===== src/rtl/master_spi.sv =====
// SPI mode-0 master: shifts one byte out on MOSI and in from MISO, optionally chaining bytes under one CS frame.
// Latency: SETUP (HALF) + 16 SCK half-periods (16*HALF) from request to Done_o; a frame-ending byte adds HOLD + GAP (2*HALF).
// Backpressure: Request_i is honoured only while Busy_o=0; requests that arrive while busy are dropped, never queued.
//
// Ports:
//   Clock, Reset             system clock (rising edge) and asynchronous active-low reset
//   Request_i, Last_i        start a byte; Last_i=1 releases CS after it, 0 keeps CS low for another byte
//   DataToSend_i             byte to transmit, MSB first, captured with the request
//   DataReceived_o, Done_o   received byte and its one-cycle completion strobe
//   Busy_o                   transfer in flight, or CS release in progress
//   CS_o, SCK_o, MOSI_o      SPI outputs (CS active low, CPOL=0, CPHA=0)
//   MISO_i                   SPI input, asynchronous to Clock

module master_spi #(
    parameter int CLOCK_HZ = 25_000_000,
    parameter int SCK_HZ   = 1_000_000
) (
    input  logic       Clock,
    input  logic       Reset,
    input  logic       Request_i,
    input  logic       Last_i,
    input  logic [7:0] DataToSend_i,
    output logic [7:0] DataReceived_o,
    output logic       Done_o,
    output logic       Busy_o,
    output logic       CS_o,
    output logic       SCK_o,
    output logic       MOSI_o,
    input  logic       MISO_i
);

    // Number of system clocks per SCK half-period (floor division).
    localparam int HALF = CLOCK_HZ / (2 * SCK_HZ);
    localparam int CW   = (HALF < 2) ? 1 : $clog2(HALF);
    localparam logic [CW-1:0] HALF_M1 = CW'(HALF - 1);

    if (HALF < 2) begin : g_half_check
        $error("master_spi: CLOCK_HZ/(2*SCK_HZ) must be at least 2");
    end

    typedef enum logic [2:0] {
        IDLE  = 3'd0,
        SETUP = 3'd1,
        SHIFT = 3'd2,
        HOLD  = 3'd3,
        CHAIN = 3'd4,
        GAP   = 3'd5
    } state_t;

    state_t          state;
    state_t          state_next;

    logic [CW-1:0]   cnt;         // counts down one half-period
    logic            sck_q;       // registered serial clock
    logic [7:0]      tx_q;        // transmit shifter, bit 7 drives MOSI
    logic [7:0]      rx_q;        // receive shifter, filled from bit 0
    logic [7:0]      rx_out;      // byte presented on DataReceived_o
    logic [2:0]      bit_cnt;     // falling edges seen in this byte
    logic            last_q;      // frame ends after this byte
    logic            done_q;
    logic            miso_s1;
    logic            miso_s2;

    logic            busy;
    logic            accept;
    logic            phase_end;
    logic            sck_rise;
    logic            sck_fall;
    logic            last_fall;

    // ------------------------------------------------------------------
    // Phase timing and edge decode
    // ------------------------------------------------------------------
    assign phase_end = (cnt == '0);
    assign sck_rise  = (state == SHIFT) && phase_end && !sck_q;
    assign sck_fall  = (state == SHIFT) && phase_end &&  sck_q;
    assign last_fall = sck_fall && (bit_cnt == 3'd7);

    // Busy is derived from the FSM; the Done_o cycle still counts as busy so
    // a request coinciding with the completion strobe is dropped, even when
    // the FSM has already moved to CHAIN.
    assign accept = Request_i && !busy;

    // ------------------------------------------------------------------
    // FSM: state register
    // ------------------------------------------------------------------
    always_ff @(posedge Clock or negedge Reset) begin
        if (!Reset) begin
            state <= IDLE;
        end else begin
            state <= state_next;
        end
    end

    // ------------------------------------------------------------------
    // FSM: next-state logic
    // ------------------------------------------------------------------
    always_comb begin
        state_next = state;
        case (state)
            IDLE: begin
                if (accept) state_next = SETUP;
            end
            SETUP: begin
                if (phase_end) state_next = SHIFT;
            end
            SHIFT: begin
                if (last_fall) state_next = last_q ? HOLD : CHAIN;
            end
            HOLD: begin
                if (phase_end) state_next = GAP;
            end
            CHAIN: begin
                // CS stays asserted here for as long as it takes the next
                // request to arrive.
                if (accept) state_next = SETUP;
            end
            GAP: begin
                if (phase_end) state_next = IDLE;
            end
            default: state_next = IDLE;
        endcase
    end

    // ------------------------------------------------------------------
    // FSM: outputs
    // ------------------------------------------------------------------
    always_comb begin
        CS_o   = 1'b1;
        MOSI_o = 1'b0;
        busy   = 1'b1;
        case (state)
            IDLE: begin
                CS_o = 1'b1;
                busy = done_q;
            end
            SETUP, SHIFT: begin
                CS_o   = 1'b0;
                MOSI_o = tx_q[7];
            end
            HOLD: begin
                CS_o = 1'b0;
            end
            CHAIN: begin
                CS_o = 1'b0;
                busy = done_q;
            end
            GAP: begin
                CS_o = 1'b1;
            end
            default: begin
                CS_o = 1'b1;
            end
        endcase
    end

    assign Busy_o         = busy;
    assign SCK_o          = sck_q;
    assign Done_o         = done_q;
    assign DataReceived_o = rx_out;

    // ------------------------------------------------------------------
    // MISO synchronizer
    // ------------------------------------------------------------------
    always_ff @(posedge Clock or negedge Reset) begin
        if (!Reset) begin
            miso_s1 <= 1'b0;
            miso_s2 <= 1'b0;
        end else begin
            miso_s1 <= MISO_i;
            miso_s2 <= miso_s1;
        end
    end

    // ------------------------------------------------------------------
    // Half-period counter: reloads on every state change and at the end of
    // every phase, so each phase is exactly HALF cycles with no drift.
    // ------------------------------------------------------------------
    always_ff @(posedge Clock or negedge Reset) begin
        if (!Reset) begin
            cnt <= '0;
        end else if ((state_next != state) || phase_end) begin
            cnt <= HALF_M1;
        end else begin
            cnt <= cnt - CW'(1);
        end
    end

    // ------------------------------------------------------------------
    // Serial clock: SHIFT starts with a low half-period, then toggles each
    // phase; the 8th falling edge coincides with leaving SHIFT.
    // ------------------------------------------------------------------
    always_ff @(posedge Clock or negedge Reset) begin
        if (!Reset) begin
            sck_q <= 1'b0;
        end else if (sck_rise) begin
            sck_q <= 1'b1;
        end else if (sck_fall) begin
            sck_q <= 1'b0;
        end
    end

    // ------------------------------------------------------------------
    // Transmit path: capture on request, advance MOSI on falling edges 1..7.
    // ------------------------------------------------------------------
    always_ff @(posedge Clock or negedge Reset) begin
        if (!Reset) begin
            tx_q    <= 8'h00;
            last_q  <= 1'b0;
            bit_cnt <= 3'd0;
        end else if (accept) begin
            tx_q    <= DataToSend_i;
            last_q  <= Last_i;
            bit_cnt <= 3'd0;
        end else if (sck_fall && (bit_cnt != 3'd7)) begin
            tx_q    <= {tx_q[6:0], 1'b0};
            bit_cnt <= bit_cnt + 3'd1;
        end
    end

    // ------------------------------------------------------------------
    // Receive path: sample on the cycle SCK rises; publish with Done.
    // ------------------------------------------------------------------
    always_ff @(posedge Clock or negedge Reset) begin
        if (!Reset) begin
            rx_q   <= 8'h00;
            rx_out <= 8'h00;
            done_q <= 1'b0;
        end else begin
            done_q <= last_fall;
            if (sck_rise) begin
                rx_q <= {rx_q[6:0], miso_s2};
            end
            if (last_fall) begin
                rx_out <= rx_q;
            end
        end
    end

endmodule


===== config.mk =====
export PLATFORM = sky130hd
export DESIGN_NAME = master_spi
export DESIGN_NICKNAME = d
export VERILOG_FILES = /design/src/rtl/master_spi.sv
export SDC_FILE = /design/constraint.sdc
export NUM_CORES = 1
export LEC_CHECK = 0
export ABC_AREA = 1
export BUFFER_PORTS_ARGS = -buffer_cell sky130_fd_sc_hd__buf_2
export CAP_MARGIN = 20
export CORE_ASPECT_RATIO = 1.1
export CORE_MARGIN = 8
export CORE_UTILIZATION = 50
export DETAILED_ROUTE_END_ITERATION = 7
export GPL_TIMING_DRIVEN = 0
export PLACE_DENSITY_LB_ADDON = 0.15
export SLEW_MARGIN = 15
export SYNTH_ARGS = -nofsm -noshare
export SYNTH_HDL_FRONTEND = slang
export SYNTH_SLANG_ARGS = --single-unit

===== constraint.sdc =====
create_clock -name Clock -period 1.75 [get_ports Clock]
set_input_delay 0.2625 -clock Clock [delete_from_list [all_inputs] [get_ports Clock]]
set_output_delay 0.2625 -clock Clock [all_outputs]
set_load 0.01 [all_outputs]

==> results.py, run 1 <==
metrics = {
    "power_and_ir_drop": {
        "power_leakage_nw": 1.04,
        "report.power.total_w": 0.00245,
        "ir_worst_vdd_mv": 0.559,
        "p_per_area_nw_per_um2": 1180,
    },
    "routing": {
        "vias": 1377,
        "antenna_left": 0,
        "dr.pass1.iters": 4,
        "drt_iter0_drc": 128,
        "vias_per_cell": 5.03,
        "drc": 0,
        "routed_wl_mm": 3.42,
        "wl_per_cell_um": 12.5,
    },
    "timing": {
        "fmax_mhz": 602,
        "whs_ns": 0.0109,
        "post-route-min-period_ns": 1.66,
        "skew_ns": 0.0145,
        "tightest_slew_ns": 0.848,
        "timing.final.crit_share_pct": 94.9,
        "slew-limit-headroom_pct": 43.5,
        "finalHoldViolCount": 0,
        "setup_viol": 0,
        "drv_slew": 0,
    },
    "die": {
        "die_area_um2": 5730,
        "start_util_pct": 52.6,
        "dieHeight_um": 78.6,
        "core-area_um2": 3390,
        "io_pins": 26,
        "die_w_um": 72.9,
        "row_count": 22,
    },
    "place": {
        "dpl.cell_count": 264,
        "placed_cell_area_um2": 1970,
        "hpwl_mm": 2.45,
        "place.gp.congestion": 0.869,
        "portBuffers": 25,
    },
    "flow_run": {
        "maxCapViolCount": 0,
    },
    "clock_tree": {
        "clk_latency_ns": 0.34,
        "cts_made_buffers": 5,
        "cts_buffer_depth": 2,
        "cts_hold_buffers": 0,
        "cts_tree": "built",
        "clock_tree.root_cell": "clkbuf_4",
        "cts.sink_count": 39,
        "htree_levels": 2,
        "cts.clk_slew.worst_paths_ns": 0.12,
    },
    "critical_path": {
        "r2r_cells": 9,
        "worstSetupEndpointType": "flip-flop",
        "crit_slowest_cell": "dfrtp_1",
        "reg2reg_from": "cnt[3]$_DFF_PN0_",
        "rrSetupSlack_ns": 0.09,
        "slowest_delay_ns": 0.43,
        "crit_chain": "nor2_1 -> nand2_4 -> nor2_4 -> inv_2 -> or2_1 -> buf_6 -> buf_12 -> nand2_1 -> o21ai_2",
        "crit_type": "reg2reg",
        "cp-start-kind": "flip-flop",
        "worst-path-max-fanout": 10,
        "critPathTopFamily": "simple AND/OR/NAND/NOR gates",
        "path_buf_inv": 3,
        "worst_r2r_endpoint": "rx_q[7]$_DFFE_PN0P_",
        "critPathArrivalTime_ns": 1.90,
        "crit_required_ns": 1.99,
    },
    "synthesis": {
        "ys_seq_area_share_pct": 54.8,
        "syn-instance-count": 191,
        "syn_avg_cell_area_um2": 9.32,
        "synthFlopType": "dfrtp_1",
        "async_reset_ff_share_pct": 100,
        "synth_edf_count": 0,
        "yosysWarnings": 0,
        "syn_nets": 207,
        "ys_types": 29,
        "ys_ff_latch": 39,
        "synthesis.area_um2": 1780,
    },
    "cells_and_area": {
        "fin_util_pct": 61.5,
        "mostFrequentLayoutCells": "nand2_1, dfrtp_1, buf_2",
        "layout.cells.most_common": "nand2_1",
        "syn_to_final_growth_pct": 17.0,
        "nets": 242,
        "final_cells": 274,
        "layout-drive-gt1-share_pct": 28.8,
        "fin_area_um2": 2080,
        "diodes": 0,
    },
    "global_route": {
        "antenna_found_initial": 0,
        "grt_usage_pct": 12.7,
        "grt-ovfl-total": 0,
        "first_global_vias": 1396,
        "grt_start_max_net_pins": 40,
        "grt_pass1_wl_mm": 5.86,
    },
    "min_path": {
        "hold_class": "in2async",
    },
    "run_status": {
        "outcome": "completed",
    },
}
-- report_power, final --
part	total [W]	switching (W)	internal, W
clock	0.000462	0.000275	0.000186
combinational	0.000793	0.000464	0.000329
sequential	0.00119	0.000112	0.00108
-- kinds of logic (layout without fill, tap and decap cells) --
group,Yosys count,count (layout),synth area share [%]
xor gates and xnor gates,2,2,0.984
muxes,1,1,0.562
and+or+nand+nor,84,84,22.2
adders and majority gates,3,3,2.11
DFF,39,39,54.8
AOI/OAI and AO/OA,28,28,10.8
buffers and inverters,34,69,8.50
-- worst register-to-register path, cell delays in order (launching register included) --
cell and delay (ns):
dfrtp_1 0.43, nor2_1 0.22, nand2_4 0.11, nor2_4 0.16, inv_2 0.04, or2_1 0.21
buf_6 0.14, buf_12 0.14, nand2_1 0.06, o21ai_2 0.05
-- what timing repair did --
action / 4_1_cts / 5_1_grt
pin swaps: 0 / 1
buffers inserted: 0 / 3
resized for setup: 4 / 13
setup endpoints to repair: 26 / 32
-- state kept, by name, summed over array words and instances, names as in the netlist --
signal	cells
state	3
miso_s1	1
tx_q	8
rx_q	8
SCK_o	1
Done_o	1
bit_cnt	3
DataReceived_o	8
cnt	4
miso_s2	1
last_q	1
-- layout make-up --
class | count | area (um^2)
Inverter | 30 | 113
Multi-Input combinational cell | 118 | 686
Tap cell | 48 | 60.1
Timing Repair Buffer | 28 | 148
Fill cell | 332 | 1300
Sequential cell | 39 | 980
Buffer | 4 | 41.3
Clock inverter | 1 | 5.00
Clock buffer | 6 | 51.3
-- worst max-delay path by stage --
stage          slack, ns                            end  cells after the start             start
3_3_place_gp       -0.10  DataReceived_o[3]$_DFFE_PN0N_                      8  cnt[0]$_DFF_PN0_
3_5_place_dp       -0.13  DataReceived_o[1]$_DFFE_PN0N_                      7  cnt[0]$_DFF_PN0_
4_1_cts             0.01            rx_q[7]$_DFFE_PN0P_                     10  cnt[0]$_DFF_PN0_
6_report            0.09            rx_q[7]$_DFFE_PN0P_                      9  cnt[3]$_DFF_PN0_
2_1_floorplan       0.11            rx_q[7]$_DFFE_PN0P_                     10  cnt[0]$_DFF_PN0_
5_1_grt            -0.03            rx_q[1]$_DFFE_PN0P_                      8  cnt[3]$_DFF_PN0_
-- synthesized netlist by cell type, types with 2 or more instances --
cell type,count,area [um^2]
clkbuf_1,2,7.51
dfrtp_1,39,976
ha_1,3,37.5
inv_1,26,97.6
inv_2,4,15.0
nand2_1,43,161
nand3_1,10,50.1
nand3_4,2,35.0
nand3b_1,2,15.0
nand4_1,7,43.8
nor2_1,15,56.3
nor3_1,2,10.0
o21ai_0,11,55.1
o21ai_2,6,52.6
o221ai_1,5,43.8
-- per-stage QoR --
step / setup slack [ns] / setup TNS (ns)
finish: 0.0893 / 0
detailed placement: -0.132 / -1.29
CTS: 0.00989 / 0
floorplan: 0.108 / 0
global placement: -0.104 / -0.631
global route: -0.0292 / -0.0916
-- routing by layer --
metal / global-route usage, % / wire [um] / part of all wire, %
met1: 15.1 / 1460 / 43
met2: 21.3 / 1770 / 52
met3: 3.94 / 156 / 4.6
met4: 3.61 / 32 / 0.94
met5: 0 / 0 / 0
Power figures use the tool's default switching activity.
==> run 2, diff against run 1 <==
--- a/config.mk
+++ b/config.mk
@@ -9,8 +9,8 @@
 export BUFFER_PORTS_ARGS = -buffer_cell sky130_fd_sc_hd__buf_2
 export CAP_MARGIN = 20
 export CORE_ASPECT_RATIO = 1.1
-export CORE_MARGIN = 8
-export CORE_UTILIZATION = 50
+export CORE_MARGIN = 2
+export CORE_UTILIZATION = 46
 export DETAILED_ROUTE_END_ITERATION = 7
 export GPL_TIMING_DRIVEN = 0
 export PLACE_DENSITY_LB_ADDON = 0.15
==> run 2 against run 1 <==
  * Clock skew shrank 0.0049 ns
  * Largest power group unchanged
  * Sequential share of layout area fell by 1.1 points
  * Cell count increased by 1.1%
  * First-iteration DRC count is 55% lower
  * Die area is 23% lower
  * Critical path depth rose by 1
  * Critical endpoint unchanged
  * Flip-flop and latch count did not move
  * Worst setup slack better by 0.013 ns
==> results.py, run 2 (synthesized netlist as in run 1, its figures left out) <==
metrics = {
    "routing": {
        "drc": 0,
        "wl_per_cell_um": 12.3,
        "vias": 1377,
        "antenna_left": 0,
        "routed_wl_mm": 3.40,
        "drt_iter0_drc": 57,
        "dr.pass1.iters": 4,
        "vias_per_cell": 4.97,
    },
    "critical_path": {
        "reg2reg_from": "cnt[0]$_DFF_PN0_",
        "worstSetupEndpointType": "flip-flop",
        "worst-path-max-fanout": 10,
        "crit_type": "reg2reg",
        "worst_r2r_endpoint": "rx_q[7]$_DFFE_PN0P_",
        "cp-start-kind": "flip-flop",
        "rrSetupSlack_ns": 0.10,
        "r2r_cells": 10,
        "critPathArrivalTime_ns": 1.83,
        "crit_required_ns": 1.93,
    },
    "power_and_ir_drop": {
        "p_int_w": 0.00176,
        "clock_power_share_pct": 24.8,
        "seqPwrFrac_pct": 46.0,
        "swShare_pct": 33.1,
        "ir_worst_vdd_mv": 0.561,
        "combPwrFrac_pct": 29.2,
        "switching_power_w": 0.000869,
        "p_per_area_nw_per_um2": 1230,
        "power_leakage_nw": 1.07,
        "report.power.total_w": 0.00263,
    },
    "clock_tree": {
        "cts_made_buffers": 5,
        "htree_levels": 2,
        "cts_hold_buffers": 0,
        "cts_buffer_depth": 2,
        "cts.sink_count": 39,
        "clock_tree.root_cell": "clkbuf_8",
        "cts_tree": "built",
        "clk_latency_ns": 0.29,
        "cts.clk_slew.worst_paths_ns": 0.08,
    },
    "cells_and_area": {
        "nets": 242,
        "final_cells": 277,
        "multi_input_area_um2": 686,
        "layout.cells.most_common": "nand2_1",
        "syn_to_final_growth_pct": 19.5,
        "regArea_um2": 977,
        "diodes": 0,
        "nFillCells": 366,
        "layout-drive-gt1-share_pct": 27.3,
        "fin_util_pct": 57.7,
        "mostFrequentLayoutCells": "nand2_1, dfrtp_1, buf_2",
    },
    "timing": {
        "timing.final.crit_share_pct": 94.2,
        "setup_viol": 0,
        "tightest_slew_ns": 0.849,
        "rsz0062_at_grt": "true",
        "slew-limit-headroom_pct": 43.4,
        "finalHoldViolCount": 0,
        "drv_slew": 0,
        "skew_ns": 0.00965,
        "whs_ns": 0.0697,
        "post-route-min-period_ns": 1.65,
        "fmax_mhz": 607,
        "fin_ws_ns": 0.102,
    },
    "global_route": {
        "grt-ovfl-total": 0,
        "met2_usage_pct": 27.6,
        "grt_pass1_wl_mm": 5.96,
        "met3_usage_pct": 4.87,
        "grt_use_met1_pct": 22.4,
        "busiest_layer": "met2",
        "antenna_found_initial": 0,
        "grt_start_max_net_pins": 40,
        "first_global_vias": 1326,
        "grt_usage_pct": 17.1,
    },
    "die": {
        "start_util_pct": 48.3,
        "row_count": 23,
        "die_area_um2": 4380,
        "core-area_um2": 3680,
        "die_w_um": 63.3,
        "dieHeight_um": 69.3,
        "io_pins": 26,
    },
    "place": {
        "hpwl_mm": 2.44,
        "place.gp.congestion": 0.916,
        "place_ws_ns": -0.184,
        "dpl.cell_count": 266,
        "portBuffers": 25,
    },
    "run_status": {
        "outcome": "completed",
    },
    "min_path": {
        "hold_class": "in2async",
    },
    "flow_run": {
        "maxCapViolCount": 0,
    },
}
==> run 2: cell types whose count changed in the layout (fill, tap and decap cells not counted), sizes merged <==
cell and change:
clkbuf +2, clkinv -1
==> run 2: power by group through the flow <==
stage	sequential, W	clock, W	combinational, W
3_3_place_gp	0.00121	0	0.000690
2_1_floorplan	0.00119	0	0.000526
6_report	0.00121	0.000651	0.000766
4_1_cts	0.00120	0.000674	0.000727
3_5_place_dp	0.00122	0	0.000715
5_1_grt	0.00123	0.000712	0.000886
==> run 2: repair_timing <==
action | CTS | global route
buffers inserted | 0 | 3
gates resized for setup | 6 | 7
pin swaps | 1 | 1
hold endpoints to repair | 0 | 0
endpoints found under the setup margin | 28 | 29
==> run 2: layout make-up <==
class | instances | share of cell area [%]
plain buffers | 4 | 1.94
inverters | 30 | 5.29
repair buffers | 28 | 6.94
multi-input cells | 118 | 32.2
clock buffers | 8 | 4.71
flip-flops and latches | 39 | 45.9
well taps | 50 | 2.94
==> run 2: how the worst max path moves through the flow <==
stage                     slack [ns]                from  cells past startpoint                            end
after floorplan                 0.11    cnt[0]$_DFF_PN0_                     10            rx_q[7]$_DFFE_PN0P_
after global placement         -0.14    cnt[0]$_DFF_PN0_                      8  DataReceived_o[3]$_DFFE_PN0N_
after detailed placement       -0.18    cnt[0]$_DFF_PN0_                      7  DataReceived_o[0]$_DFFE_PN0N_
after CTS                       0.02    cnt[0]$_DFF_PN0_                     10            rx_q[7]$_DFFE_PN0P_
after global routing          -0.003  state[1]$_DFF_PN0_                     10               cnt[2]$_DFF_PN0_
final                           0.10    cnt[0]$_DFF_PN0_                     10            rx_q[7]$_DFFE_PN0P_
==> run 2: through the flow <==
step	area, um^2	TNS [ns]
2_1_floorplan	1780	0
3_3_place_gp	1970	-1.15
3_5_place_dp	1970	-2.33
4_1_cts	2080	0
5_1_grt	2130	-0.00289
6_report	2130	0
==> run 2: routing by layer <==
metal  share of wire, %  vias up  wire length, um
li1                   -      689                -
met4                1.3        0               43
met1                 45      660             1530
met3                3.9        6              131
met5                  0        -                0
met2                 50       22             1690
==> run 2: critical path, stage by stage (launching register included) <==
cell	delay, ns
dfrtp_1	0.39
inv_2	0.09
ha_4	0.16
nand2_4	0.08
nor2_4	0.17
inv_2	0.05
or2_1	0.21
buf_6	0.14
buf_12	0.14
nand2_1	0.06
o21ai_2	0.05
==> run 3, diff against run 2 <==
--- a/config.mk
+++ b/config.mk
@@ -9,8 +9,8 @@
 export BUFFER_PORTS_ARGS = -buffer_cell sky130_fd_sc_hd__buf_2
 export CAP_MARGIN = 20
 export CORE_ASPECT_RATIO = 1.1
-export CORE_MARGIN = 2
 export CORE_UTILIZATION = 46
+export CTS_CLUSTER_SIZE = 16
 export DETAILED_ROUTE_END_ITERATION = 7
 export GPL_TIMING_DRIVEN = 0
 export PLACE_DENSITY_LB_ADDON = 0.15
==> run 3 against run 2 <==
  * Count of clock-buffer cells in the layout down 1
  * Combinational power grew 6.0%
  * Flip-flop and latch count did not move
  * Clock power is 13% lower
  * Largest power group unchanged
==> results.py, run 3 (synthesized netlist as in run 1, its figures left out) <==
metrics = {
    "clock_tree": {
        "cts_tree": "built",
        "cts.clk_slew.worst_paths_ns": 0.07,
        "clock_tree.root_cell": "clkbuf_8",
        "clk_latency_ns": 0.29,
        "htree_levels": 2,
        "cts_buffer_depth": 2,
        "cts.sink_count": 39,
        "cts_made_buffers": 5,
    },
    "timing": {
        "fmax_mhz": 601,
        "tightest_slew_ns": 0.848,
        "drv_slew": 0,
        "setup_viol": 0,
        "finalHoldViolCount": 0,
        "post-route-min-period_ns": 1.66,
        "rsz0062_at_grt": "true",
        "skew_ns": 0.00473,
        "fin_ws_ns": 0.0862,
        "slew-limit-headroom_pct": 43.5,
        "whs_ns": 0.0743,
        "timing.final.crit_share_pct": 95.1,
    },
    "die": {
        "die_w_um": 61.3,
        "start_util_pct": 48.3,
        "core-area_um2": 3680,
        "die_area_um2": 4120,
        "io_pins": 26,
        "row_count": 23,
        "dieHeight_um": 67.3,
    },
    "routing": {
        "drc": 0,
        "vias": 1385,
        "dr.pass1.iters": 4,
        "wl_per_cell_um": 12.4,
        "vias_per_cell": 4.95,
        "drt_iter0_drc": 74,
        "antenna_left": 0,
        "routed_wl_mm": 3.48,
    },
    "global_route": {
        "first_global_vias": 1277,
        "grt_pass1_wl_mm": 5.77,
        "grt_start_max_net_pins": 40,
        "grt_usage_pct": 19.7,
        "grt-ovfl-total": 0,
        "antenna_found_initial": 0,
    },
    "flow_run": {
        "maxCapViolCount": 0,
    },
    "critical_path": {
        "cp-start-kind": "flip-flop",
        "rrSetupSlack_ns": 0.09,
        "worst-path-max-fanout": 6,
        "critPathArrivalTime_ns": 1.82,
        "crit_slowest_cell": "dfrtp_1",
        "crit_chain": "ha_1 -> ha_2 -> nand3b_1 -> buf_6 -> nand3_1 -> o211ai_1",
        "critPathTopFamily": "adder cells",
        "worstSetupEndpointType": "flip-flop",
        "r2r_cells": 6,
        "crit_required_ns": 1.91,
        "crit_start": "bit_cnt[0]$_DFFE_PN0P_",
        "path_buf_inv": 1,
        "crit_type": "reg2reg",
        "slowest_delay_ns": 0.40,
        "reg2reg_from": "bit_cnt[0]$_DFFE_PN0P_",
        "worst_r2r_endpoint": "tx_q[6]$_DFFE_PN0P_",
    },
    "power_and_ir_drop": {
        "ir_worst_vdd_mv": 0.697,
        "p_per_area_nw_per_um2": 1210,
        "power_leakage_nw": 1.07,
    },
    "cells_and_area": {
        "layout-drive-gt1-share_pct": 29.1,
        "layout.cells.most_common": "nand2_1",
        "nets": 245,
        "mostFrequentLayoutCells": "nand2_1, dfrtp_1, buf_2",
        "diodes": 0,
        "syn_to_final_growth_pct": 20.7,
        "final_cells": 280,
    },
    "run_status": {
        "outcome": "completed",
    },
    "min_path": {
        "hold_class": "in2async",
    },
    "place": {
        "place.gp.congestion": 0.836,
        "portBuffers": 25,
        "place_ws_ns": -0.157,
        "dpl.cell_count": 266,
        "hpwl_mm": 2.43,
    },
}
==> run 3: changes by cell type in the layout (fill, tap and decap cells not counted), moves of 2 or more <==
cell,delta
buf_4,+2
clkbuf_8,-2
nor2_2,-2
nor2_4,+2
==> run 3: area by class of cell <==
cell class                 count  area (um^2)
buffer                         4         47.5
fill                         366         1540
timing repair buffer          31          168
clock inverter                 1         5.00
inverter                      30          113
tap                           50         62.6
multi-input combinational    118          698
clock buffer                   7         76.3
sequential                    39          978
==> run 3: per-layer routing <==
| layer | track usage (%) | vias up | routed length [um] | share of wire (%) |
|---|---|---|---|---|
| met5 | 0 | - | 0 | 0 |
| met4 | 8.52 | 0 | 73 | 2.1 |
| met3 | 5.75 | 8 | 109 | 3.1 |
| met2 | 31.5 | 21 | 1740 | 50 |
| met1 | 24.6 | 660 | 1560 | 45 |
| li1 | - | 696 | - | - |
==> run 3: how the worst max path moves through the flow <==
| stage | endpoint | cells past startpoint | slack (ns) |
|---|---|---|---|
| floorplan | rx_q[7]$_DFFE_PN0P_ | 10 | 0.11 |
| finish | tx_q[6]$_DFFE_PN0P_ | 6 | 0.09 |
| global placement | DataReceived_o[3]$_DFFE_PN0N_ | 8 | -0.15 |
| detailed placement | DataReceived_o[4]$_DFFE_PN0N_ | 8 | -0.16 |
| global route | MOSI_o | 4 | -0.02 |
| CTS | rx_q[7]$_DFFE_PN0P_ | 10 | 0.002 |
==> run 3: repair_timing <==
| item | CTS | global route |
|---|---|---|
| hold buffers | 0 | 0 |
| buffers inserted | 0 | 5 |
| setup endpoints to repair | 27 | 29 |
| gates cloned | 0 | 1 |
| gates resized for setup | 5 | 16 |
| pin swaps | 1 | 5 |
==> run 3: metrics by stage <==
step                setup TNS (ns)  utilization [%]  instance area [um^2]  total power (W)
global route               -0.0467             58.3                  2150          0.00282
floorplan                        0                -                  1780          0.00171
finish                           0             58.3                  2150          0.00260
global placement             -1.46             53.4                  1970          0.00190
CTS                              0             56.0                  2060          0.00252
detailed placement           -1.99             53.4                  1970          0.00193
==> run 3: worst register-to-register path, delay by kind of cell, from the launching register on <==
| kind | cells | cell delay (ns) |
|---|---|---|
| flip-flops | 1 | 0.40 |
| buffers and inverters | 1 | 0.22 |
| AND/OR/NAND/NOR | 2 | 0.39 |
| AO/OA/AOI/OAI | 1 | 0.10 |
| adder cells (fa/ha/maj) | 2 | 0.41 |
==> run 3: power by group <==
part	leakage, nW	internal (W)	total, W	switching, W
Sequential	0.507	0.00108	0.00122	0.000139
Clock	0.0422	0.000279	0.000568	0.000288
Combinational	0.519	0.000345	0.000812	0.000467
Total	1.07	0.00171	0.00260	0.000894
